## config.mk

```make
export PLATFORM = sky130hd
export DESIGN_NAME = instr_fetch_unit
export DESIGN_NICKNAME = d
export VERILOG_FILES = /design/src/rtl/instr_fetch_unit.sv
export SDC_FILE = /design/constraint.sdc
export NUM_CORES = 1
export LEC_CHECK = 0
export BUFFER_PORTS_ARGS = -buffer_cell sky130_fd_sc_hd__buf_4
export CORE_UTILIZATION = 46
export DETAILED_ROUTE_END_ITERATION = 8
export GPL_TIMING_DRIVEN = 0
export PLACE_DENSITY_LB_ADDON = 0.08
export SYNTH_ARGS = -nofsm -noshare
export SYNTH_HDL_FRONTEND = slang
export SYNTH_SLANG_ARGS = --single-unit
```

## constraint.sdc

```tcl
create_clock -name clk -period 3.3 [get_ports clk]
set_input_delay 0 -clock clk [delete_from_list [all_inputs] [get_ports clk]]
set_output_delay 0 -clock clk [all_outputs]
set_load 0.02 [all_outputs]
```

## src/rtl/instr_fetch_unit.sv

```systemverilog
// Instruction fetch stage: PC, instruction-memory request handshake, IF/ID register
// with a one-entry skid buffer, and redirect handling with in-flight response drop.
module instr_fetch_unit #(
    parameter logic [31:0] RESET_PC  = 32'h0000_0000,
    parameter logic [31:0] NOP_INSTR = 32'h0000_0013
) (
    input  logic        clk,
    input  logic        rst_n,
    input  logic        stall,
    input  logic        redirect,
    input  logic [31:0] redirect_pc,
    output logic        imem_req,
    output logic [31:0] imem_addr,
    input  logic        imem_ready,
    input  logic [31:0] imem_rdata,
    output logic        if_valid,
    output logic [31:0] if_pc,
    output logic [31:0] if_instr,
    output logic [6:0]  if_opcode
);

    typedef enum logic [1:0] {
        StBoot,
        StFetch,
        StHold,
        StDrop
    } state_e;

    localparam logic [31:0] PcMask      = 32'hFFFF_FFFC;
    localparam logic [31:0] ResetPcWord = RESET_PC & PcMask;

    state_e      state_q, state_d;
    logic [31:0] pc_q, pc_d;
    logic [31:0] target_q, target_d;
    logic        if_valid_q, if_valid_d;
    logic [31:0] if_pc_q, if_pc_d;
    logic [31:0] if_instr_q, if_instr_d;
    logic        skid_valid_q, skid_valid_d;
    logic [31:0] skid_pc_q, skid_pc_d;
    logic [31:0] skid_instr_q, skid_instr_d;

    logic [31:0] redirect_word;

    assign redirect_word = redirect_pc & PcMask;

    always_ff @(posedge clk or negedge rst_n) begin
        if (!rst_n) begin
            state_q      <= StBoot;
            pc_q         <= ResetPcWord;
            target_q     <= 32'h0;
            if_valid_q   <= 1'b0;
            if_pc_q      <= 32'h0;
            if_instr_q   <= NOP_INSTR;
            skid_valid_q <= 1'b0;
            skid_pc_q    <= 32'h0;
            skid_instr_q <= 32'h0;
        end else begin
            state_q      <= state_d;
            pc_q         <= pc_d;
            target_q     <= target_d;
            if_valid_q   <= if_valid_d;
            if_pc_q      <= if_pc_d;
            if_instr_q   <= if_instr_d;
            skid_valid_q <= skid_valid_d;
            skid_pc_q    <= skid_pc_d;
            skid_instr_q <= skid_instr_d;
        end
    end

    always_comb begin
        state_d      = state_q;
        pc_d         = pc_q;
        target_d     = target_q;
        if_valid_d   = if_valid_q;
        if_pc_d      = if_pc_q;
        if_instr_d   = if_instr_q;
        skid_valid_d = skid_valid_q;
        skid_pc_d    = skid_pc_q;
        skid_instr_d = skid_instr_q;
        imem_req     = 1'b0;

        unique case (state_q)
            StBoot: begin
                state_d = StFetch;
            end

            StFetch: begin
                imem_req = 1'b1;
                if (redirect) begin
                    if_valid_d   = 1'b0;
                    if_instr_d   = NOP_INSTR;
                    skid_valid_d = 1'b0;
                    if (imem_ready) begin
                        pc_d = redirect_word;
                    end else begin
                        // Response still owed for the old address; swallow it first.
                        target_d = redirect_word;
                        state_d  = StDrop;
                    end
                end else if (imem_ready) begin
                    pc_d = pc_q + 32'd4;
                    if (!stall || !if_valid_q) begin
                        if_valid_d = 1'b1;
                        if_pc_d    = pc_q;
                        if_instr_d = imem_rdata;
                    end else begin
                        skid_valid_d = 1'b1;
                        skid_pc_d    = pc_q;
                        skid_instr_d = imem_rdata;
                        state_d      = StHold;
                    end
                end else if (!stall) begin
                    if_valid_d = 1'b0;
                end
            end

            StHold: begin
                if (redirect) begin
                    if_valid_d   = 1'b0;
                    if_instr_d   = NOP_INSTR;
                    skid_valid_d = 1'b0;
                    pc_d         = redirect_word;
                    state_d      = StFetch;
                end else if (!stall) begin
                    if_valid_d   = skid_valid_q;
                    if_pc_d      = skid_pc_q;
                    if_instr_d   = skid_instr_q;
                    skid_valid_d = 1'b0;
                    state_d      = StFetch;
                end
            end

            StDrop: begin
                imem_req   = 1'b1;
                if_valid_d = 1'b0;
                if (redirect) begin
                    if_instr_d   = NOP_INSTR;
                    skid_valid_d = 1'b0;
                    if (imem_ready) begin
                        pc_d    = redirect_word;
                        state_d = StFetch;
                    end else begin
                        target_d = redirect_word;
                    end
                end else if (imem_ready) begin
                    pc_d    = target_q;
                    state_d = StFetch;
                end
            end

            default: begin
                state_d = StBoot;
            end
        endcase
    end

    // The address register only advances once the memory has answered.
    assign imem_addr = pc_q;
    assign if_valid  = if_valid_q;
    assign if_pc     = if_pc_q;
    assign if_instr  = if_instr_q;
    assign if_opcode = if_instr_q[6:0];

endmodule

```

After elaboration in Yosys (flattened, before gate mapping)
Cells that the tools add are included.
{ "word_totals": {"register_bits": 194, "input_bits": 69} }
{ "op_classes": {"n_addsub": 1, "eq_ne": 19, "muxes": 42, "n_bitwise": 3, "n_reduce_logical": 15} }
{ "ops": {"columns": ["cell", "n"], "rows": [
  ["32-bit 2-to-1 mux", 17],
  ["32-bit case mux with 3 select lines", 2],
  ["32-bit case mux with 2 select lines", 1],
  ["32-bit by 3-bit adder with 32-bit output (second input constant)", 1],
  ["3-bit != test (second input constant)", 6],
  ["2-bit != test (second input constant)", 8],
  ["5-bit AND reduction", 3],
  ["2-bit 2-to-1 mux", 7],
  ["1-bit 2-to-1 mux", 12],
  ["4-bit AND reduction", 3],
  ["4-bit != test (second input constant)", 2],
  ["2-bit case mux with 4 select lines", 1],
  ["1-bit case mux with 3 select lines", 2],
  ["6-bit AND reduction", 1],
  ["2-bit == test (second input constant)", 2],
  ["1-bit NOT", 3],
  ["3-bit AND reduction", 1],
  ["3-bit nonzero test", 1],
  ["2-bit by 1-bit == test with 1-bit output (second input constant)", 1],
  ["1-bit logical NOT", 2],
  ["2-bit logical NOT", 1],
  ["2-bit nonzero test", 1],
  ["2-bit OR reduction", 1],
  ["1-bit logical OR", 1]
]} }

Depth between registers and ports, before layout
Gate-level depths: netlist of run 1.
{ "depth": {"ltp_word": 6, "ltp_mapped": 8, "depth_no_buf": 6} }

Least setup slack after synthesis of run 1
OpenSTA, ideal clock, no wires.
{ "synth_timing": {"kind": "reg-to-reg", "startpoint": "register pc_q[10], in the netlist imem_addr[10]", "endpoint": "register pc_q[23], in the netlist imem_addr[23]", "setup_time_ns": 0.154, "arrival_ns": 1.816, "setup_slack_ns": 1.329, "stages_incl_launch_ff": 7, "n_path_buf": 1, "period_less_slack_ns": 1.971, "path_cell_list": "dfrtp_1 -> clkbuf_2 -> nand2_1 -> nor4_4 -> nand2_1 -> o311ai_0 -> o311ai_0"} }
{ "synth_between": {"elab_chain_len": 4} }
{ "synth_rtl": {"columns": ["element", "line_no", "rtl"], "rows": [
  ["from (decl)", "33", "logic [31:0] pc_q, pc_d;"],
  ["from (signal assigned)", "49", "pc_q <= ResetPcWord;"],
  ["from (signal assigned)", "59", "pc_q <= pc_d;"],
  ["32-bit by 3-bit adder with 32-bit output", "101", "pc_d = pc_q + 32'd4;"],
  ["32-bit 2-to-1 mux", "100", "end else if (imem_ready) begin"],
  ["32-bit 2-to-1 mux", "89", "if (redirect) begin"],
  ["32-bit case mux with 3 select lines", "82", "unique case (state_q)"]
]} }
Every way passes these cells. The select of a mux whose other input is x is not followed.
A chain may end at the register's enable or synchronous reset.

Worst setup path in the final report of run 1
{ "layout_timing": {"startpoint": "register state_q[0]", "endpoint": "register skid_pc_q[26]"} }
{ "layout_between": {"elab_chain_len": 2} }
{ "layout_rtl": {"columns": ["element", "line_no", "rtl"], "rows": [
  ["from (decl)", "32", "state_e state_q, state_d;"],
  ["from (signal assigned)", "48", "state_q <= StBoot;"],
  ["from (signal assigned)", "58", "state_q <= state_d;"],
  ["2-bit by 1-bit == test with 1-bit output", "82", null],
  ["4-bit AND reduction (no line)", null, null],
  ["to (signal assigned)", "65", "skid_pc_q <= skid_pc_d;"],
  ["to (decl)", "39", "logic [31:0] skid_pc_q, skid_pc_d;"]
]} }
Every way passes these cells.

==> results.txt, run 1 <==
* Run status: completed
* Maximum number of pins on one net before global-route repair: 118
- Synthesis produced 874 cells.
- The startpoint identified for the worst register-to-register timing path is state_q[0].
- Measured along the x axis, the die boundary spans 143 um.
- Final-report max-slew violation count: 0
- Number of synthesized flops with an enable pin: 0
* Arrival time worst endpoint: 2.92 ns
- Final Power: 7.64 mW
* Via count of the first global-routing pass: 7638
* Leakage component of the power: 5.30 nW
* First-pass GRT wire length: 41400 um
* Layout cells sized above 1: 29.8%
- Hold Vio Cnt, Final: 0
* Antenna cells: 0
- Maximum clock insertion buffer count: 2
* Instance area at placement: 0.0108 mm^2
* Die outline area: 0.0204 mm^2
- The path with the worst hold slack has its endpoint at imem_addr[30].
* Critical Path Fanout Max: 10
- Drt total wl: 26400 um
* Fin util: 61.6%
- CP startpoint kind: register
* Number of core rows: 51
- Antenna Violating Nets Remaining: 0
- At the placement stage, the worst setup path has a slack of 0.743 ns.
- Source-to-sink clock delay at the later pin of the worst-skew pair: 0.44 ns
* Number of filler instances in the final layout: 1681
* Max-cap check violation count: 0
- Kind of capture point of the worst setup path: register
- Number of endpoints failing setup at the final stage: 0
- The clock arrives with 0.0103 ns of skew.
- Clock-pin slew was measured on the worst setup and hold paths at 0.07 ns.
- The worst register-to-register path ends at skid_pc_q[26].
- After routing the design area is 0.0120 mm^2.
- In this run, placement finished with an instance count of 1311.
- At the worst endpoint, the required time is 3.62 ns.
* Total number of clock tree sinks: 194
- Launch instance of the worst min-delay path: imem_ready
- CTS-repair resized insts: 0
- Maximum vdd drop: 0.000400 V
- Slew of the pin with the lowest slew margin: 0.885 ns
* Class of the worst hold path: input port to register
* RSZ-0062 raised after global routing: false
- Total area of sequential cells: 0.00486 mm^2
- 174 I/O pins were placed.
* Global-route usage over all layers: 26.8%
* Worst Hold Margin: 0.169 ns
* Placer Congestion: 0.846
- Setup slack on the worst reg-to-reg path comes out at 0.70 ns.
* Flip-flop and latch count after synthesis: 194
- Number of cells on the worst hold path: 4
* Average footprint of a synthesized cell: 10.4 um^2
* Per-cell via count in the routed design: 5.57
- In the final routed layout, each cell accounts on average for 18.7 um.
* Power density relative to cell area: 637 mW/mm^2
* Post-Layout Cell Count: 1407
* Worst-case reg-to-reg path depth: 7
* Vias after detailed routing: 7836
* Syn-to-layout area delta: 31.5%
- Total CTS buffers: 17
* TritonCTS clock tree: yes
- The worst setup path is of the register to register kind.
- Root Buffer: clkbuf_16
- Headroom to the max-slew limit came out at 41.0%.
- CTS H-Tree Depth: 4
- The synthesized netlist occupies a cell area of 0.00912 mm^2.
* Highest clock rate: 0.385 GHz
- The initial utilization of the core area, before any placement, comes to 46.8%.
* Period utilisation layout: 78.8%
* Unique masters post-synth: 56
* Core outline area: 0.0195 mm^2
- The count of buffers added on input and output ports is 171.
* Layout Nets: 1199
* DRT Pass-1 Iters: 9
* Warnings from Yosys: 0
- For this run the aggregate overflow at the end of global routing stands at 0.
- In this run, the number of DRC markers left after iteration 0 of detailed routing was 598.
- Final worst setup slack: 0.700 ns
- Sequential elements use 53.3% of the synthesized area.
* Post-synthesis async set-or-reset flop share: 100%
- Number of buffers inserted by post-CTS setup repair: 0
- When the netlist entered floorplanning its net count stood at 944.
- After legalization and detailed placement, the total HPWL measured 18200 um.
* DRC violations left: 0
* Minimum clock period after layout: 2.60 ns
- Area of combinational cells with multiple inputs: 0.00385 mm^2
- Chip Height: 143 um
- In the synthesized netlist the dominant register cell turns out to be dfrtp_1.
- Number of antenna violations at the first check in global routing: 0
- Summed over all failing endpoints, the final setup total negative slack is 0 ns.
what timing repair did:
| action | 4_1_cts | 5_1_grt |
|---|---|---|
| endpoints found under the setup margin | 0 | 0 |
| endpoints found under the hold margin | 234 | 0 |
| hold buffers | 64 | 0 |
cells in the final DEF (no fill, tap or decap), types with 3 or more instances in the layout:
master,count
mux2i_1,6
inv_1,11
clkbuf_8,5
nor4_1,3
o31a_1,4
o21a_1,4
nor2_1,69
nand3_1,21
o31ai_1,5
nor2b_1,6
or2_2,3
nand4_1,10
a22oi_1,37
a222oi_1,17
o311ai_0,7
clkbuf_1,43
a31oi_1,31
inv_8,4
o22ai_1,10
a221oi_1,4
dlygate4sd3_1,64
a21oi_1,29
dfstp_2,3
dfrtp_1,191
nand2b_1,3
o21ai_0,61
inv_6,3
nor3b_1,4
buf_2,14
buf_4,181
clkinv_4,3
nand2_1,121
and2_1,4
a22o_1,12
nor3_1,6
clkbuf_16,17
mux2_2,94
worst max-delay path by stage:
| stage | slack [ns] | start | end |
|---|---|---|---|
| 3_5_place_dp | 0.74 | state_q[0] | skid_pc_q[21] |
| 6_report | 0.70 | state_q[0] | skid_pc_q[26] |
| 2_1_floorplan | 1.33 | imem_addr[10] | imem_addr[23] |
| 3_3_place_gp | 0.76 | state_q[0] | skid_pc_q[24] |
| 5_1_grt | 0.58 | state_q[0] | skid_pc_q[26] |
| 4_1_cts | 0.74 | state_q[0] | skid_pc_q[26] |
logic make-up after synthesis:
family	count (synthesis)	synth area share, %
and+or+nand+nor	260	12.6
AOI/OAI and AO/OA	232	17.1
DFF	194	53.3
muxes	100	12.3
buffers and inverters	86	4.51
xor gates and xnor gates	1	0.0961
adders and majority gates	1	0.137
power by group:
part | internal, mW | switching, mW
Clock | 1.06 | 0.977
Sequential | 2.98 | 0.471
Combinational | 1.03 | 1.13
Total | 5.07 | 2.58
per-layer routing:
layer  vias to the layer above  track usage (%)  wire (um)
li1                       3687                -          -
met1                      3808             36.4      11700
met2                       300             43.0      12400
met3                        41             4.83       1690
met4                         0             9.34        529
met5                         -                0          0
flip-flops by register name, summed over array words and instances (netlist names):
name	flops
skid_instr_q	32
if_pc	32
if_valid	1
target_q	30
imem_addr	32
skid_valid_q	1
state_q	2
skid_pc_q	32
if_instr	32
Yosys cell counts, drive strengths merged, types with 11 or more instances:
cell	number	area share (%)
buf	28	1.9
clkbuf	47	2.2
nand2	121	5.0
dfrtp	191	52
a22o	13	1.3
nor2	69	2.8
o21ai	61	3.3
mux2	94	12
a31oi	31	2.1
a222oi	17	1.9
a22oi	37	3.0
nand3	22	1.3
inv	11	0.45
a21oi	29	1.6
area by class of cell:
| type | count | share of cell area, % |
|---|---|---|
| Sequential cell | 194 | 40.5 |
| Multi-Input combinational cell | 594 | 32.1 |
| Timing Repair Buffer | 236 | 16.3 |
| Clock buffer | 20 | 3.89 |
| Buffer | 75 | 3.09 |
| Tap cell | 265 | 2.77 |
| Clock inverter | 12 | 0.939 |
| Inverter | 11 | 0.344 |
worst max-delay path, stage by stage (launching register included):
cell and delay, ns:
dfrtp_1 0.32, buf_2 0.19, and2_0 0.33, nand2_1 0.32, nor2_1 0.25, buf_2 0.33
buf_2 0.37, mux2_2 0.37
No activity file was read; power rests on OpenSTA's default activity.
==> inputs of run 2 (changes only) <==
==> constraint.sdc (replaced) <==
create_clock -name clk -period 2.61 [get_ports clk]
set_input_delay 0 -clock clk [delete_from_list [all_inputs] [get_ports clk]]
set_output_delay 0 -clock clk [all_outputs]
set_load 0.02 [all_outputs]
==> run 2 against run 1 <==
Effect of this change: worst hold slack lost 0.039 ns; non-clock buffer count is the same; power grew 26%; register-to-register slack lost 0.53 ns; global-route usage is the same; sequential share of layout area is essentially flat; clock skew is essentially flat; largest power group unchanged.
==> results.txt, run 2 (synthesized netlist as in run 1, its figures left out) <==
- The clock insertion delay at the later pin of the skew report is 0.44 ns (about the same).
- Terminus of the critical flop-to-flop path: skid_pc_q[26]
- The number of max-capacitance violations reported was 0 (unchanged).
- The detailed router's first-iteration violation count is 599 (+0.17%).
- Placer Congestion: 0.846 (unchanged)
- The maximum cell stage delay along the critical path was 0.35 ns (-0.02 ns).
- The core area was 0.0195 mm^2 (unchanged).
- The I/O pin count was 174 (unchanged).
- By startpoint and endpoint, the worst setup path is classified as register to register.
- The setup clock skew after layout came to 0.0100 ns (-0.000251 ns).
- Met1 demand-to-capacity share in global routing: 36.4% (unchanged)
- Number of core rows: 51 (unchanged)
* Startpoint of the most critical setup path: state_q[0]
- DP Worst Slack: 0.0529 ns (-0.690 ns)
- The number of clock buffers inserted by TritonCTS was 17 (unchanged).
* Drt total wl: 26400 um (about the same)
- The share of the cycle needed by the critical path after routing came to 93.3% (+15 points).
- The top fanout value on the critical path came to 10 (unchanged).
- The summed area of non-filler cells in the final layout came to 0.0120 mm^2 (about the same).
* Layout cells sized above 1: 29.9% (+0.18 points)
* Run status: completed
* Antenna Violating Nets Remaining: 0 (unchanged)
- The timing-limited maximum frequency came to 0.411 GHz (+6.8%).
- The min-delay analysis places its worst path in the category input port to register.
- The hold violation count in the final report came to 0 (unchanged).
* Fin util: 61.6% (about the same)
* Count of port buffers added during placement: 171 (unchanged)
- The headroom to the max-slew limit was 40.9% (-0.10 points).
- Maximum number of pins on one net before global-route repair: 118 (unchanged)
* Cells along the critical path: buf_2 -> and2_0 -> nand2_2 -> nor2_1 -> buf_2 -> clkbuf_4 -> mux2_2
- Timing endpoint of the critical path: skid_pc_q[26]
* Clock transition at the registers of the reported paths: 0.07 ns (about the same)
* Highest-utilization routing layer at the global route stage: met2
* Commonest non-fill, non-tap cells in the layout: dfrtp_1, buf_4, nand2_1, mux2_2, nor2_1
- The number of pins with negative max-slew slack in the final report came to 0 (unchanged).
* Layout Nets: 1199 (unchanged)
- The via count of the first global-routing pass is 7638 (unchanged).
- In this design, the critical path's most frequently occurring cell is buf_2.
* CP startpoint kind: register
- The maximum level of the CTS H-tree came to 4 (unchanged).
- Number of endpoints failing setup at the final stage: 0 (unchanged)
* Setup total negative slack: 0 ns (unchanged)
- The slew at the pin with the worst max-slew slack came to 0.887 ns (+0.00156 ns).
- The effective utilization at floorplan is 46.8% (unchanged).
- Setup slack of the most critical reg-to-reg path: 0.17 ns (-0.53 ns)
- Maximum clock insertion buffer count: 2 (unchanged)
- In this run the clock root is driven by a clkbuf_16.
- STA classifies the critical path endpoint as a register.
* Total number of clock tree sinks: 194 (unchanged)
* Vias after detailed routing: 7840 (+0.051%)
* Most common cell after layout, fill and taps aside: dfrtp_1
- Number of filler instances in the final layout: 1680 (-0.059%)
* Crit path max-delay cell type: and2_0
* DRC violations left: 0 (unchanged)
* Arrival time worst endpoint: 2.76 ns (-0.16 ns)
* Worst R2R Start: state_q[0]
- Antenna cells: 0 (unchanged)
* Global-route usage over all layers: 26.8% (unchanged)
* Global routing usage on met3: 4.83% (unchanged)
* RSZ-0062 raised after global routing: false
- Minimum clock period after layout: 2.44 ns (-0.165 ns)
* Global route overflow: 0 (unchanged)
- Final Power: 9.66 mW (+26%)
* TritonCTS clock tree: yes
- Area of combinational cells with multiple inputs: 0.00385 mm^2 (about the same)
* Number of antenna violations at the first check in global routing: 0 (unchanged)
- Met2 layer usage reported by global route: 43.0% (unchanged)
- The least setup slack across all paths after layout is 0.174 ns (-0.525 ns).
- Post-DP HPWL: 18200 um (unchanged)
* Maximum vdd drop: 0.000506 V (+27%)
- Leakage component of the power: 5.30 nW (about the same)
- The cell area reported after detailed placement came to 0.0108 mm^2 (unchanged).
* DRT Pass-1 Iters: 7 (-2)
* Syn-to-layout area delta: 31.5% (about the same)
* First-pass GRT wire length: 41400 um (unchanged)
- The critical path data required time came to 2.93 ns (-0.69 ns).
- Number of buffers inserted by post-CTS setup repair: 0 (unchanged)
- The depth of the most critical reg-to-reg path is 7 (unchanged).
- The area of all sequential standard cells came to 0.00486 mm^2 (unchanged).
- Per-cell via count in the routed design: 5.57 (about the same)
- Horizontal extent of the die: 143 um (unchanged)
- The post-detailed-route wirelength per cell was 18.8 um (about the same).
- Power density relative to cell area: 806 mW/mm^2 (+26%)
- Chip Height: 143 um (unchanged)
- The total die area was 0.0204 mm^2 (unchanged).
==> run 2: cell count changes in the layout (fill, tap and decap cells not counted) <==
cell / change
clkbuf_4: +1
clkbuf_1: -1
clkbuf_2: +1
buf_2: -1
nand2_2: +1
nand2_1: -1
==> run 2: stage by stage <==
stage | instances | hold WS, ns
2_1_floorplan | 874 | -0.296
3_3_place_gp | 1310 | 0.209
3_5_place_dp | 1311 | 0.161
4_1_cts | 1407 | 0.127
5_1_grt | 1407 | 0.157
6_report | 1407 | 0.130
==> run 2: final cells by class <==
type / instances / share of cell area [%]
plain buffers: 75 / 3.12
clock buffers: 20 / 3.89
clock inverters: 12 / 0.939
inverters: 11 / 0.344
multi-input cells: 594 / 32.1
flip-flops and latches: 194 / 40.5
well taps: 265 / 2.76
repair buffers: 236 / 16.3
==> run 2: layer usage <==
metal  share of wire [%]  vias to the layer above
li1                    -                     3685
met1                  44                     3811
met2                  47                      304
met3                 6.5                       40
met4                 1.9                        0
met5                   0                        -
==> run 2: worst min-delay path by stage <==
stage	startpoint	end	cells past startpoint
3_5_place_dp	rst_n	if_pc[21]	1
5_1_grt	redirect	imem_addr[18]	4
4_1_cts	imem_ready	imem_addr[30]	4
2_1_floorplan	rst_n	if_instr[10]	0
3_3_place_gp	stall	state_q[0]	2
6_report	redirect	imem_addr[18]	4
==> run 2: power breakdown <==
part	internal [mW]	switching (mW)	total, mW
logic	1.30	1.43	2.73
clock network	1.34	1.24	2.57
registers	3.77	0.595	4.36
==> run 2: critical path, delay by kind of cell (launching register included) <==
| kind | cells | cell delay, ns |
|---|---|---|
| mux | 1 | 0.35 |
| buf+inv | 3 | 0.85 |
| flops | 1 | 0.32 |
| simple gates | 3 | 0.79 |
==> run 2: repair_timing <==
item,4_1_cts,5_1_grt
hold buffers,64,0
setup endpoints to repair,0,9
gates resized for setup,0,4
endpoints found under the hold margin,234,0
==> inputs of run 3 (changes only) <==
--- a/config.mk
+++ b/config.mk
@@ -6,10 +6,13 @@
 export NUM_CORES = 1
 export LEC_CHECK = 0
 export BUFFER_PORTS_ARGS = -buffer_cell sky130_fd_sc_hd__buf_4
+export CORE_MARGIN = 5
 export CORE_UTILIZATION = 46
 export DETAILED_ROUTE_END_ITERATION = 8
 export GPL_TIMING_DRIVEN = 0
+export HOLD_SLACK_MARGIN = 0.02
 export PLACE_DENSITY_LB_ADDON = 0.08
+export REMOVE_ABC_BUFFERS = 1
 export SYNTH_ARGS = -nofsm -noshare
 export SYNTH_HDL_FRONTEND = slang
 export SYNTH_SLANG_ARGS = --single-unit
==> run 3 against run 2 <==
Effect of this change: count of clock-buffer cells in the layout did not move; fmax fell by 2.7%; largest cell class unchanged; sequential share of layout area about the same; critical path type unchanged; highest routed layer unchanged; cell area about the same; combinational power is 4% lower; critical path depth fell by 1; global-route usage is 4.4 points lower.
==> results.txt, run 3 (synthesized netlist as in run 1, its figures left out) <==
* Run status: completed
* Count of port buffers added during placement: 171 (unchanged)
- The residual antenna-violating net count after detailed routing was 0 (unchanged).
- The global-route met2 utilization came to 36.7% (-6.3 points).
* First-pass GRT wire length: 40600 um (-1.8%)
- The cell count of the worst hold path was 3 (-1).
- The count of endpoints failing setup in the final report is 0 (unchanged).
- Total number of clock tree sinks: 194 (unchanged)
- The cell area reported after detailed placement was 0.0106 mm^2 (-1.3%).
* Global routing usage on met3: 5.92% (+1.1 points)
* Per-cell via count in the routed design: 5.55 (-0.47%)
* Global-route usage over all layers: 22.4% (-4.4 points)
* Horizontal extent of the die: 151 um (+5.6%)
* Maximum vdd drop: 0.000492 V (-2.9%)
- The final weighted congestion in routability-driven placement is 0.787 (-7.0%).
- The arrival time at the worst endpoint is 2.82 ns (+0.06 ns).
- The largest net degree at the start of global routing was 115 (-2.5%).
- The routed wire length is 24900 um (-5.8%).
* Launch instance of the worst min-delay path: imem_ready
- The summed area of non-filler cells in the final layout was 0.0120 mm^2 (about the same).
- The first-pass detailed-route iteration total came to 5 (-2).
* Critical Path Fanout Max: 28 (+18)
* Minimum clock period after layout: 2.50 ns (+0.0681 ns)
* Antenna cells: 0 (unchanged)
- The via count is 7465 (-4.8%).
- Crit path kind: register to register
* Leakage component of the power: 5.25 nW (-0.94%)
* DR WL/cell: 18.5 um (-1.5%)
* Chip Height: 151 um (+5.6%)
- The fraction of met1 tracks used by global routing is 29.9% (-6.5 points).
* Number of core rows: 51 (unchanged)
- Syn-to-layout area delta: 31.7% (about the same)
* Setup total negative slack: 0 ns (unchanged)
- The headroom to the max-slew limit is 31.8% (-9.1 points).
- Maximum clock insertion buffer count: 2 (unchanged)
* Period utilisation layout: 95.9% (+2.6 points)
- Via count of the first global-routing pass: 7701 (+0.82%)
- The clock insertion delay at the later pin of the skew report is 0.44 ns (about the same).
- Worst Hold Margin: 0.0696 ns (-0.0603 ns)
* Initial core utilization: 46.8% (unchanged)
- Leaving out fill and tap cells, the most frequent cell in the layout is dfrtp_1.
* Global route overflow: 0 (unchanged)
* DRC violations left: 0 (unchanged)
* Layout Nets: 1138 (-5.1%)
- Class of the worst hold path: input port to register
* Root Buffer: clkbuf_16
* Worst R2R Start: state_q[0]
- Top-Level Pins: 174 (unchanged)
* Die outline area: 0.0227 mm^2 (+12%)
- STA classifies the critical path startpoint as a register.
* Kind of capture point of the worst setup path: register
- The core area was 0.0195 mm^2 (unchanged).
* Commonest non-fill, non-tap cells in the layout: dfrtp_1, buf_4, nand2_1, mux2_2
- The post-detailed-placement half-perimeter wirelength came to 16000 um (-12%).
- Terminus of the critical flop-to-flop path: skid_instr_q[15]
- Required time at the worst-slack endpoint: 2.92 ns (about the same)
- The number of antenna violations at the first check in global routing is 0 (unchanged).
- Slew of the pin with the lowest slew margin: 1.02 ns (+0.136 ns)
* CTS H-Tree Depth: 4 (unchanged)
- In this run the most used layer during global routing was met2.
- Highest clock rate: 0.399 GHz (-2.7%)
* Count of routing violations after the opening detailed-route iteration: 465 (-22%)
- RSZ-0062 raised after global routing: false
- The setup clock skew after layout was 0.0137 ns (+0.00368 ns).
* Layout cells sized above 1: 30.9% (+0.95 points)
- TritonCTS clock tree: yes
- Setup slack of the most critical reg-to-reg path: 0.11 ns (-0.07 ns)
- The worst hold path terminates at state_q[1].
- Clock transition at the registers of the reported paths: 0.07 ns (about the same)
* Hold Vio Cnt, Final: 0 (unchanged)
* Final-report max-slew violation count: 0 (unchanged)
* Total CTS buffers: 17 (unchanged)
- Worst-case reg-to-reg path depth: 6 (-1)
- Max-cap check violation count: 0 (unchanged)
- The power density normalized to cell area came to 818 mW/mm^2 (+1.5%).
[run 3: worst max path at each step]
stage,from,to,slack [ns]
3_5_place_dp,state_q[0],imem_addr[2],-1.01
5_1_grt,state_q[0],skid_instr_q[18],0.04
4_1_cts,state_q[1],imem_addr[20],0.07
3_3_place_gp,state_q[1],skid_instr_q[25],-7.60
2_1_floorplan,state_q[1],skid_instr_q[0],-3.25
6_report,state_q[0],skid_instr_q[15],0.11
[run 3: routing by layer]
layer | vias to the layer above | wire, um
met1 | 3678 | 10900
li1 | 3574 | -
met2 | 194 | 12200
met4 | 0 | 265
met3 | 19 | 1510
met5 | - | 0
[run 3: critical path: stages (launching register included)]
cell	delay (ns)
dfrtp_2	0.63
and2_1	0.39
nand2_1	0.33
nor2_4	0.25
buf_16	0.20
buf_12	0.22
mux2_2	0.35
[run 3: area by class of cell]
type | count | area, um^2
tap | 265 | 332
multi-input combinational | 595 | 3930
inverter | 11 | 41.3
sequential | 194 | 4860
fill | 1673 | 7460
clock buffer | 20 | 447
timing repair buffer | 249 | 2210
clock inverter | 12 | 180
[run 3: power by group]
| part | switching [mW] | internal (mW) | total (mW) |
|---|---|---|---|
| Combinational | 1.32 | 1.29 | 2.61 |
| Sequential | 0.627 | 3.77 | 4.40 |
| Clock | 1.17 | 1.64 | 2.81 |
| Total | 3.12 | 6.70 | 9.82 |
[run 3: what timing repair did]
action | 4_1_cts | 5_1_grt
resized for setup | 7 | 2
pin swaps | 2 | 1
endpoints found under the setup margin | 127 | 8
cloned | 1 | 0
hold buffers | 64 | 0
hold endpoints to repair | 202 | 0
buffers inserted | 2 | 3
[run 3: stage by stage]
step           cells  power (mW)  setup slack (ns)  util, %
2_1_floorplan    799        5.79             -3.25        -
3_3_place_gp    1235        6.87             -7.60     53.2
3_5_place_dp    1244        6.98             -1.01     54.6
4_1_cts         1343        9.89            0.0701     61.4
5_1_grt         1346        10.4            0.0366     61.7
6_report        1346        9.82             0.106     61.7
